===== src/rtl/aes_io_pkg.sv =====
// Shared constants and loader state encoding for the AES byte-serial front end.
package aes_io_pkg;

    localparam int BLOCK_BYTES = 16;
    localparam int BYTE_W      = 8;
    localparam int BLOCK_W     = BLOCK_BYTES * BYTE_W;
    localparam int CNT_W       = 4;

    typedef logic [1:0] loader_state_t;

    localparam loader_state_t IDLE      = 2'd0;
    localparam loader_state_t LOAD_KEY  = 2'd1;
    localparam loader_state_t LOAD_TEXT = 2'd2;
    localparam loader_state_t HOLD      = 2'd3;

endpackage


===== src/rtl/aes_byte_shreg.sv =====
// 128-bit MSB-first byte shift register with group byte count.
// clear+shift together restarts a group with the incoming byte as its first.
module aes_byte_shreg
    import aes_io_pkg::*;
(
    input  logic               clk,
    input  logic               rst_n,
    input  logic               shift,
    input  logic               clear,
    input  logic [BYTE_W-1:0]  din,
    output logic [BLOCK_W-1:0] data,
    output logic [BLOCK_W-1:0] data_next,
    output logic [CNT_W-1:0]   count,
    output logic               last
);

    logic [BLOCK_W-1:0] base;

    // Next register image if this cycle's byte is shifted in.
    always_comb begin
        base      = clear ? '0 : data;
        data_next = {base[BLOCK_W-BYTE_W-1:0], din};
        // A restarted group can never complete on the same byte.
        last      = (count == CNT_W'(BLOCK_BYTES - 1)) && !clear;
    end

    // Shift bytes in; count wraps 15 -> 0 when a group completes.
    always_ff @(posedge clk or negedge rst_n) begin
        if (!rst_n) begin
            data  <= '0;
            count <= '0;
        end else if (clear && shift) begin
            data  <= data_next;
            count <= CNT_W'(1);
        end else if (clear) begin
            data  <= '0;
            count <= '0;
        end else if (shift) begin
            data  <= data_next;
            count <= count + CNT_W'(1);
        end
    end

endmodule


===== src/rtl/aes_block_loader.sv =====
// Byte-serial loader that assembles {key, plaintext} groups and presents a
// stable 128-bit pair to the combinational AES datapath via valid/ready.
module aes_block_loader
    import aes_io_pkg::*;
#(
    parameter int KEY_PERSIST = 1,
    parameter int ERR_CNT_W   = 8
) (
    input  logic                 clk,
    input  logic                 rst_n,
    input  logic [7:0]           in_data,
    input  logic                 in_is_key,
    input  logic                 in_valid,
    output logic                 in_ready,
    output logic [127:0]         blk_plain,
    output logic [0:127]         blk_key,
    output logic                 blk_valid,
    input  logic                 blk_ready,
    output logic                 key_loaded,
    output logic                 err_pulse,
    output logic [ERR_CNT_W-1:0] err_cnt
);

    loader_state_t      state, state_nxt;
    logic               out_of_reset;
    logic               accept, in_group, mixed, complete;
    logic               key_done, text_done, discard, handshake;
    logic [BLOCK_W-1:0] sh_data, sh_next;
    logic [CNT_W-1:0]   sh_count;
    logic               sh_last;

    aes_byte_shreg u_shreg (
        .clk       (clk),
        .rst_n     (rst_n),
        .shift     (accept),
        .clear     (mixed),
        .din       (in_data),
        .data      (sh_data),
        .data_next (sh_next),
        .count     (sh_count),
        .last      (sh_last)
    );

    // Handshake decode and group-level events.
    always_comb begin
        blk_valid = (state == HOLD);
        in_ready  = out_of_reset && (state != HOLD);
        handshake = blk_valid && blk_ready;
        accept    = in_valid && in_ready;
        in_group  = (sh_count != '0);
        // A byte of the other type mid-group abandons the partial group.
        mixed     = accept && in_group && (in_is_key != (state == LOAD_KEY));
        complete  = accept && sh_last;
        key_done  = complete && in_is_key;
        text_done = complete && !in_is_key;
        discard   = mixed || (text_done && !key_loaded);
    end

    // Loader FSM next state.
    always_comb begin
        state_nxt = state;
        case (state)
            IDLE: begin
                if (accept) state_nxt = in_is_key ? LOAD_KEY : LOAD_TEXT;
            end
            LOAD_KEY, LOAD_TEXT: begin
                if (mixed)          state_nxt = in_is_key ? LOAD_KEY : LOAD_TEXT;
                else if (key_done)  state_nxt = IDLE;
                else if (text_done) state_nxt = key_loaded ? HOLD : IDLE;
            end
            HOLD: begin
                if (handshake) state_nxt = IDLE;
            end
            default: state_nxt = IDLE;
        endcase
    end

    // State, committed key/plaintext, key flag and error reporting.
    always_ff @(posedge clk or negedge rst_n) begin
        if (!rst_n) begin
            state        <= IDLE;
            out_of_reset <= 1'b0;
            blk_plain    <= '0;
            blk_key      <= '0;
            key_loaded   <= 1'b0;
            err_pulse    <= 1'b0;
            err_cnt      <= '0;
        end else begin
            state        <= state_nxt;
            out_of_reset <= 1'b1;
            err_pulse    <= discard;
            if (key_done) begin
                blk_key    <= sh_next;
                key_loaded <= 1'b1;
            end else if (handshake && (KEY_PERSIST == 0)) begin
                key_loaded <= 1'b0;
            end
            if (text_done && key_loaded) blk_plain <= sh_next;
            if (discard && (err_cnt != '1)) err_cnt <= err_cnt + 1'b1;
        end
    end

endmodule


===== config.mk =====
export PLATFORM = sky130hd
export DESIGN_NAME = aes_block_loader
export DESIGN_NICKNAME = d
export VERILOG_FILES = /design/src/rtl/aes_io_pkg.sv /design/src/rtl/aes_byte_shreg.sv /design/src/rtl/aes_block_loader.sv
export SDC_FILE = /design/constraint.sdc
export NUM_CORES = 1
export LEC_CHECK = 0
export BUFFER_PORTS_ARGS = -buffer_cell sky130_fd_sc_hd__buf_2
export CAP_MARGIN = 25
export CORE_ASPECT_RATIO = 0.6
export CORE_UTILIZATION = 30
export CTS_BUF_LIST = sky130_fd_sc_hd__clkbuf_8
export CTS_CLUSTER_SIZE = 14
export DETAILED_ROUTE_END_ITERATION = 10
export GPL_TIMING_DRIVEN = 0
export PLACE_DENSITY = 0.57
export SYNTH_ARGS = -nofsm -noshare
export SYNTH_HDL_FRONTEND = slang
export SYNTH_HIERARCHICAL = 1
export SYNTH_SLANG_ARGS = --single-unit

===== constraint.sdc =====
create_clock -name clk -period 3.2 [get_ports clk]
set_input_delay 0.96 -clock clk [delete_from_list [all_inputs] [get_ports clk]]
set_output_delay 0.96 -clock clk [all_outputs]
set_load 0.1 [all_outputs]

==> run metrics, run 1 <==
met3 Track Usage GR=0.0385; power density over the cells=about 670 mW/mm^2; antenna violations before repair=1; CP max FO=10; post-route clock period utilization=0.967; placed insts=between 2k and 2.5k; DIE AREA=0.0550 sq mm; row count=between 60 and 70; final WL=around 43 mm; post-detail-place hpwl=30.5 mm; Synthesized Nets=1182; failing checks=design-rule violations; crit start category=register; nets=1536; vias in the first global route=roughly 11k; critical path arrival=3.58 ns; gr usage total=0.156; clock sinks=393; crit path time final=slightly above 3 ns; vias per cell=between 4 and 5; floorplan core area=0.0529 sq mm; RSZ-0062 raised after global routing=no; Worst Tran Pin Value=0.770 ns; max-slew violations=0; Worst VDD drop=0.547 mV; synthesized area=0.0162 sq mm; pin count of the biggest net entering global routing=113; Slew headroom=0.487; syn avg cell area=13.9 sq um; gr ovfl total=0; Initial Util=0.306; Clock Tree Buf Depth=3; Critical Path RT=3.69 ns; Clock Latency Late Sink=0.62 ns; max-cap viol count=0; CTS tree=built; Ys Warns=6; DRT iter0 DRCs=631; final setup vio count=0; Die H=182 um; Pleak=11.0 nW; hold buffer count at CTS=0; total number of H-tree levels=3; M1 GR Usage=0.225; first-pass GRT wire length=65.1 mm; io pins=281; status=finished, violations left; PortBufs=279; hold_ws=0.331 ns; # diodes=0; TritonRoute pass-1 iters=11; Hold Crit Class=in2async; final std cells w/o fill=2261; Routed Antenna Nets=0; TritonCTS Buffers=66; share of layout cells above drive strength 1=0.425; met2 Usage GRT=0.231; critical path type=reg2reg; detailed-route via count=10.3k; Final Wtd Congestion=0.759; DRC=15; clock-pin slew on the worst setup and hold paths=0.07 ns; die width=about 300 um; Final Skew=about 0.016 ns; Mapped Cells=1164; CP Capture Type=register; Layout area overhead=24.1%; Fin. Hold Viols=0; Setup Total Neg Slack=0 ns; detailed-route wire length per cell=~19 um; gr busiest metal=met2; Clock Tree Root=clkbuf_8; fmax=323 MHz
==> worst max-delay path, stage by stage (launching register included) <==
cell,delay [ns]
dfrtp_1,0.38
or4_4,0.54
buf_6,0.15
and3_1,0.21
buf_6,0.16
and4b_2,0.34
nand2_1,0.10
nor3_4,0.26
buf_12,0.22
buf_4,0.22
mux2_2,0.36
==> state kept, by name, indices dropped and copies added, names as in the netlist <==
name / count
blk_key: 128
blk_plain: 128
err_cnt: 8
err_pulse: 1
key_loaded: 1
out_of_reset: 1
state: 2
u_shreg/count: 4
u_shreg/data: 120
==> report_power, final <==
group / switching (mW) / internal (mW)
sequential: 0.535 / 5.49
combinational: 1.69 / 0.989
clock: 2.06 / 2.67
==> per-stage QoR <==
stage                     area (sq um)  worst slack (ns)  total power [mW]  utilization
after CTS                        20100            0.0107              13.7        0.379
final                            20100             0.104              13.4        0.380
after global routing             20100           0.00160              14.2        0.380
after global placement           18500             -6.52              8.68        0.349
after floorplan                  16200            0.0514              7.86            -
after detailed placement         18600            -0.965              8.78        0.351
==> layout make-up <==
type | instances | area [sq um]
Fill cell | 5117 | 32800
Sequential cell | 393 | 9830
Buffer | 80 | 611
Inverter | 6 | 22.5
Multi-Input combinational cell | 685 | 5870
Timing Repair Buffer | 286 | 1530
Tap cell | 703 | 880
Clock inverter | 27 | 244
Clock buffer | 81 | 1110
==> routing by layer <==
metal | wire length (um) | vias to the layer above
li1 | - | 4675
met5 | 10 | -
met4 | 861 | 2
met2 | 18900 | 258
met3 | 2170 | 69
met1 | 20800 | 5330
==> placed cells by master, fill, tap and decap left out, types with 2 or more instances in the layout <==
cell        count
dfrtp_1       393
buf_2         294
mux2_2        209
nor2b_1       124
nor2_1        118
mux2i_1       113
clkbuf_8       81
mux2_1         57
inv_1          22
buf_4          21
buf_6          19
clkbuf_1       17
nand2_1         6
clkbuf_4        5
xor2_1          5
bufinv_16       5
buf_12          4
nand3_1         4
nand2b_1        4
a21oi_1         4
ha_1            4
and3_1          3
nor4_1          3
clkinv_2        3
buf_16          3
nand4_1         2
nor3_1          2
o41ai_1         2
a211o_2         2
clkinvlp_4      2
buf_8           2
==> final timing paths <==
check,startpoint,endpoint,slack (ns),depth (start not counted)
worst max-delay path,u_shreg/count[1],blk_plain[115],0.10,10
worst min-delay path,rst_n,blk_plain[68],0.33,1
worst max register to register,u_shreg/count[1],blk_plain[115],0.10,10
worst min register to register,blk_plain[96],blk_plain[96],0.48,1
max in group asynchronous,rst_n,u_shreg/data[15],1.36,3
min in group clk,blk_plain[96],blk_plain[96],0.48,1
==> what timing repair did <==
item / CTS / global route
setup buffers: 3 / 0
resized for setup: 28 / 11
endpoints found under the setup margin: 248 / 192
pin swaps: 1 / 1
(Power assumes the default switching activity.)
==> inputs of run 2 (changes only) <==
--- a/config.mk
+++ b/config.mk
@@ -7,13 +7,15 @@
 export LEC_CHECK = 0
 export BUFFER_PORTS_ARGS = -buffer_cell sky130_fd_sc_hd__buf_2
 export CAP_MARGIN = 25
+export CELL_PAD_IN_SITES_DETAIL_PLACEMENT = 0
+export CELL_PAD_IN_SITES_GLOBAL_PLACEMENT = 1
 export CORE_ASPECT_RATIO = 0.6
 export CORE_UTILIZATION = 30
 export CTS_BUF_LIST = sky130_fd_sc_hd__clkbuf_8
 export CTS_CLUSTER_SIZE = 14
 export DETAILED_ROUTE_END_ITERATION = 10
 export GPL_TIMING_DRIVEN = 0
-export PLACE_DENSITY = 0.57
+export PLACE_DENSITY = 0.65
 export SYNTH_ARGS = -nofsm -noshare
 export SYNTH_HDL_FRONTEND = slang
 export SYNTH_HIERARCHICAL = 1
==> run metrics, run 2 (synthesis results as in run 1) <==
Final Wtd Congestion=roughly 0.76; Worst Setup EP=blk_plain[64]; Initial Util=0.306; Placed Area=about 0.019 sq mm; DIE AREA=between 0.05 and 0.06 sq mm; TritonCTS Buffers=66; clock-pin slew on the worst setup and hold paths=around 0.070 ns; share of layout cells above drive strength 1=0.429; gr usage total=0.155; worst r2r src=u_shreg/count[0]; origin of the worst setup path=u_shreg/count[0]; CP top delay family=simple AND/OR/NAND/NOR gates; floorplan core area=between 0.05 and 0.06 sq mm; pin count of the biggest net entering global routing=124; fmax=324 MHz; DRC=14; max-cap viol count=0; crit path cell chain=or4_4 > buf_6 > and3_1 > buf_6 > and4b_2 > nand2_1 > nor3_4 > buf_12 > buf_12 > buf_8 > mux2_2; Die H=approximately 180 um; Clock Latency Late Sink=0.61 ns; Design Area, Final=0.0202 sq mm; max-slew violations=0; Final Skew=0.0201 ns; commonest cells after routing, fill and taps aside=dfrtp_1, buf_2, mux2_2; status=finished, violations left; TritonRoute pass-1 iters=8; nets=1537; DRT iter0 DRCs=524; registers with the most flip-flops=blk_key: 128 flops, blk_plain: 128 flops, u_shreg/data: 120 flops; Critical Path RT=3.68 ns; crit path time final=3.08 ns; io pins=between 200 and 300; Setup Total Neg Slack=0 ns; most common cell after layout, fill and taps aside=dfrtp_1; CP max FO=10; # diodes=0; final setup vio count=0; Internal=9.02 mW; Layout area overhead=24.8%; CP Capture Type=register; Fillers=5125; Hold Crit Class=in2async; Fin. Hold Viols=0; power density over the cells=659 mW/mm^2; total number of H-tree levels=3; first-pass GRT wire length=65.0 mm; antenna violations before repair=2; sw power=4.32 mW; clock sinks=393; detailed-route via count=10.3k; Slew headroom=0.475; Routed Antenna Nets=0; sw frac=0.324; critical path arrival=3.56 ns; die width=slightly above 300 um; Pleak=~11 nW; post-route clock period utilization=0.963; vias in the first global route=10.9k; Worst Tran Pin Value=0.787 ns; reg2reg end=blk_plain[64]; CP peak stage delay=about 0.53 ns; detailed-route wire length per cell=between 15 and 20 um; critical path type=reg2reg; CP bufs+invs=5; RSZ-0062 raised after global routing=no; Reg2Reg Setup Slack=0.12 ns; PortBufs=279; Final Power=13.3 mW; final WL=between 40 and 50 mm; slowest CP cell=or4_4; Clock Tree Buf Depth=3; CTS tree=built; gr ovfl total=0; part of the power in the clock network=0.348; post-detail-place hpwl=~30 mm; Worst VDD drop=around 0.27 mV; failing checks=design-rule violations; crit start category=register; R2R cell count=11; Comb power frac=0.200; number of cells on the critical path=11; Clock Tree Root=clkbuf_8; row count=65; sequential share of power=0.453; vias per cell=between 4 and 5
run 2: repair_timing:
item / in CTS / in global routing
endpoints found under the hold margin: 0 / 0
setup endpoints to repair: 248 / 183
hold buffers: 0 / 0
gates resized for setup: 31 / 25
cloned: 0 / 1
setup buffers: 2 / 1
pin swaps: 1 / 0
run 2: stage by stage:
| step | worst slack [ns] | cells | hold WS (ns) | util |
|---|---|---|---|---|
| after global routing | 0.00994 | 2270 | 0.419 | 0.382 |
| after detailed placement | -0.970 | 2150 | 0.474 | 0.351 |
| after CTS | 0.00736 | 2268 | 0.354 | 0.380 |
| after global placement | -6.62 | 2146 | 0.465 | 0.349 |
| final | 0.117 | 2270 | 0.392 | 0.382 |
| after floorplan | 0.0514 | 1164 | 0.478 | - |
run 2: worst min-delay path by stage:
stage                      start                 to  slack, ns
5_1_grt                    rst_n     blk_plain[104]       0.42
4_1_cts                    rst_n     blk_plain[104]       0.35
2_1_floorplan  u_shreg/data[112]  u_shreg/data[112]       0.48
3_5_place_dp      blk_plain[127]     blk_plain[127]       0.47
6_report                   rst_n     blk_plain[104]       0.39
3_3_place_gp      blk_plain[108]     blk_plain[108]       0.47
run 2: final cells by class:
cell class              count  area [sq um]  area share
flip-flops and latches    393          9840       0.486
multi-input cells         685          5870       0.290
repair buffers            287          1580      0.0780
clock buffers              81          1110      0.0551
well taps                 703           880      0.0435
plain buffers              80           683      0.0338
clock inverters            35           245      0.0121
inverters                   6          22.5     0.00111
run 2: power by group through the flow:
stage               logic (mW)  registers [mW]  clock network, mW
floorplan                 1.70            6.15                  0
global placement          2.58            6.12                  0
detailed placement        2.66            6.12                  0
CTS                       2.68            6.04               4.84
global route              2.95            6.11               5.05
finish                    2.67            6.04               4.63
run 2: routing by layer:
layer / vias up / track usage / wire, um
met3: 67 / 0.0341 / 1820
met1: 5280 / 0.233 / 21500
met4: 2 / 0.0416 / 711
met5: - / 0 / 12
li1: 4690 / - / -
met2: 213 / 0.221 / 18400
run 2: worst reg2reg max path, stage by stage (launching register included):
cell and delay, ns:
dfrtp_2 0.44, or4_4 0.53, buf_6 0.15, and3_1 0.21, buf_6 0.17, and4b_2 0.32, nand2_1 0.10, nor3_4 0.22
buf_12 0.16, buf_12 0.17, buf_8 0.16, mux2_2 0.34
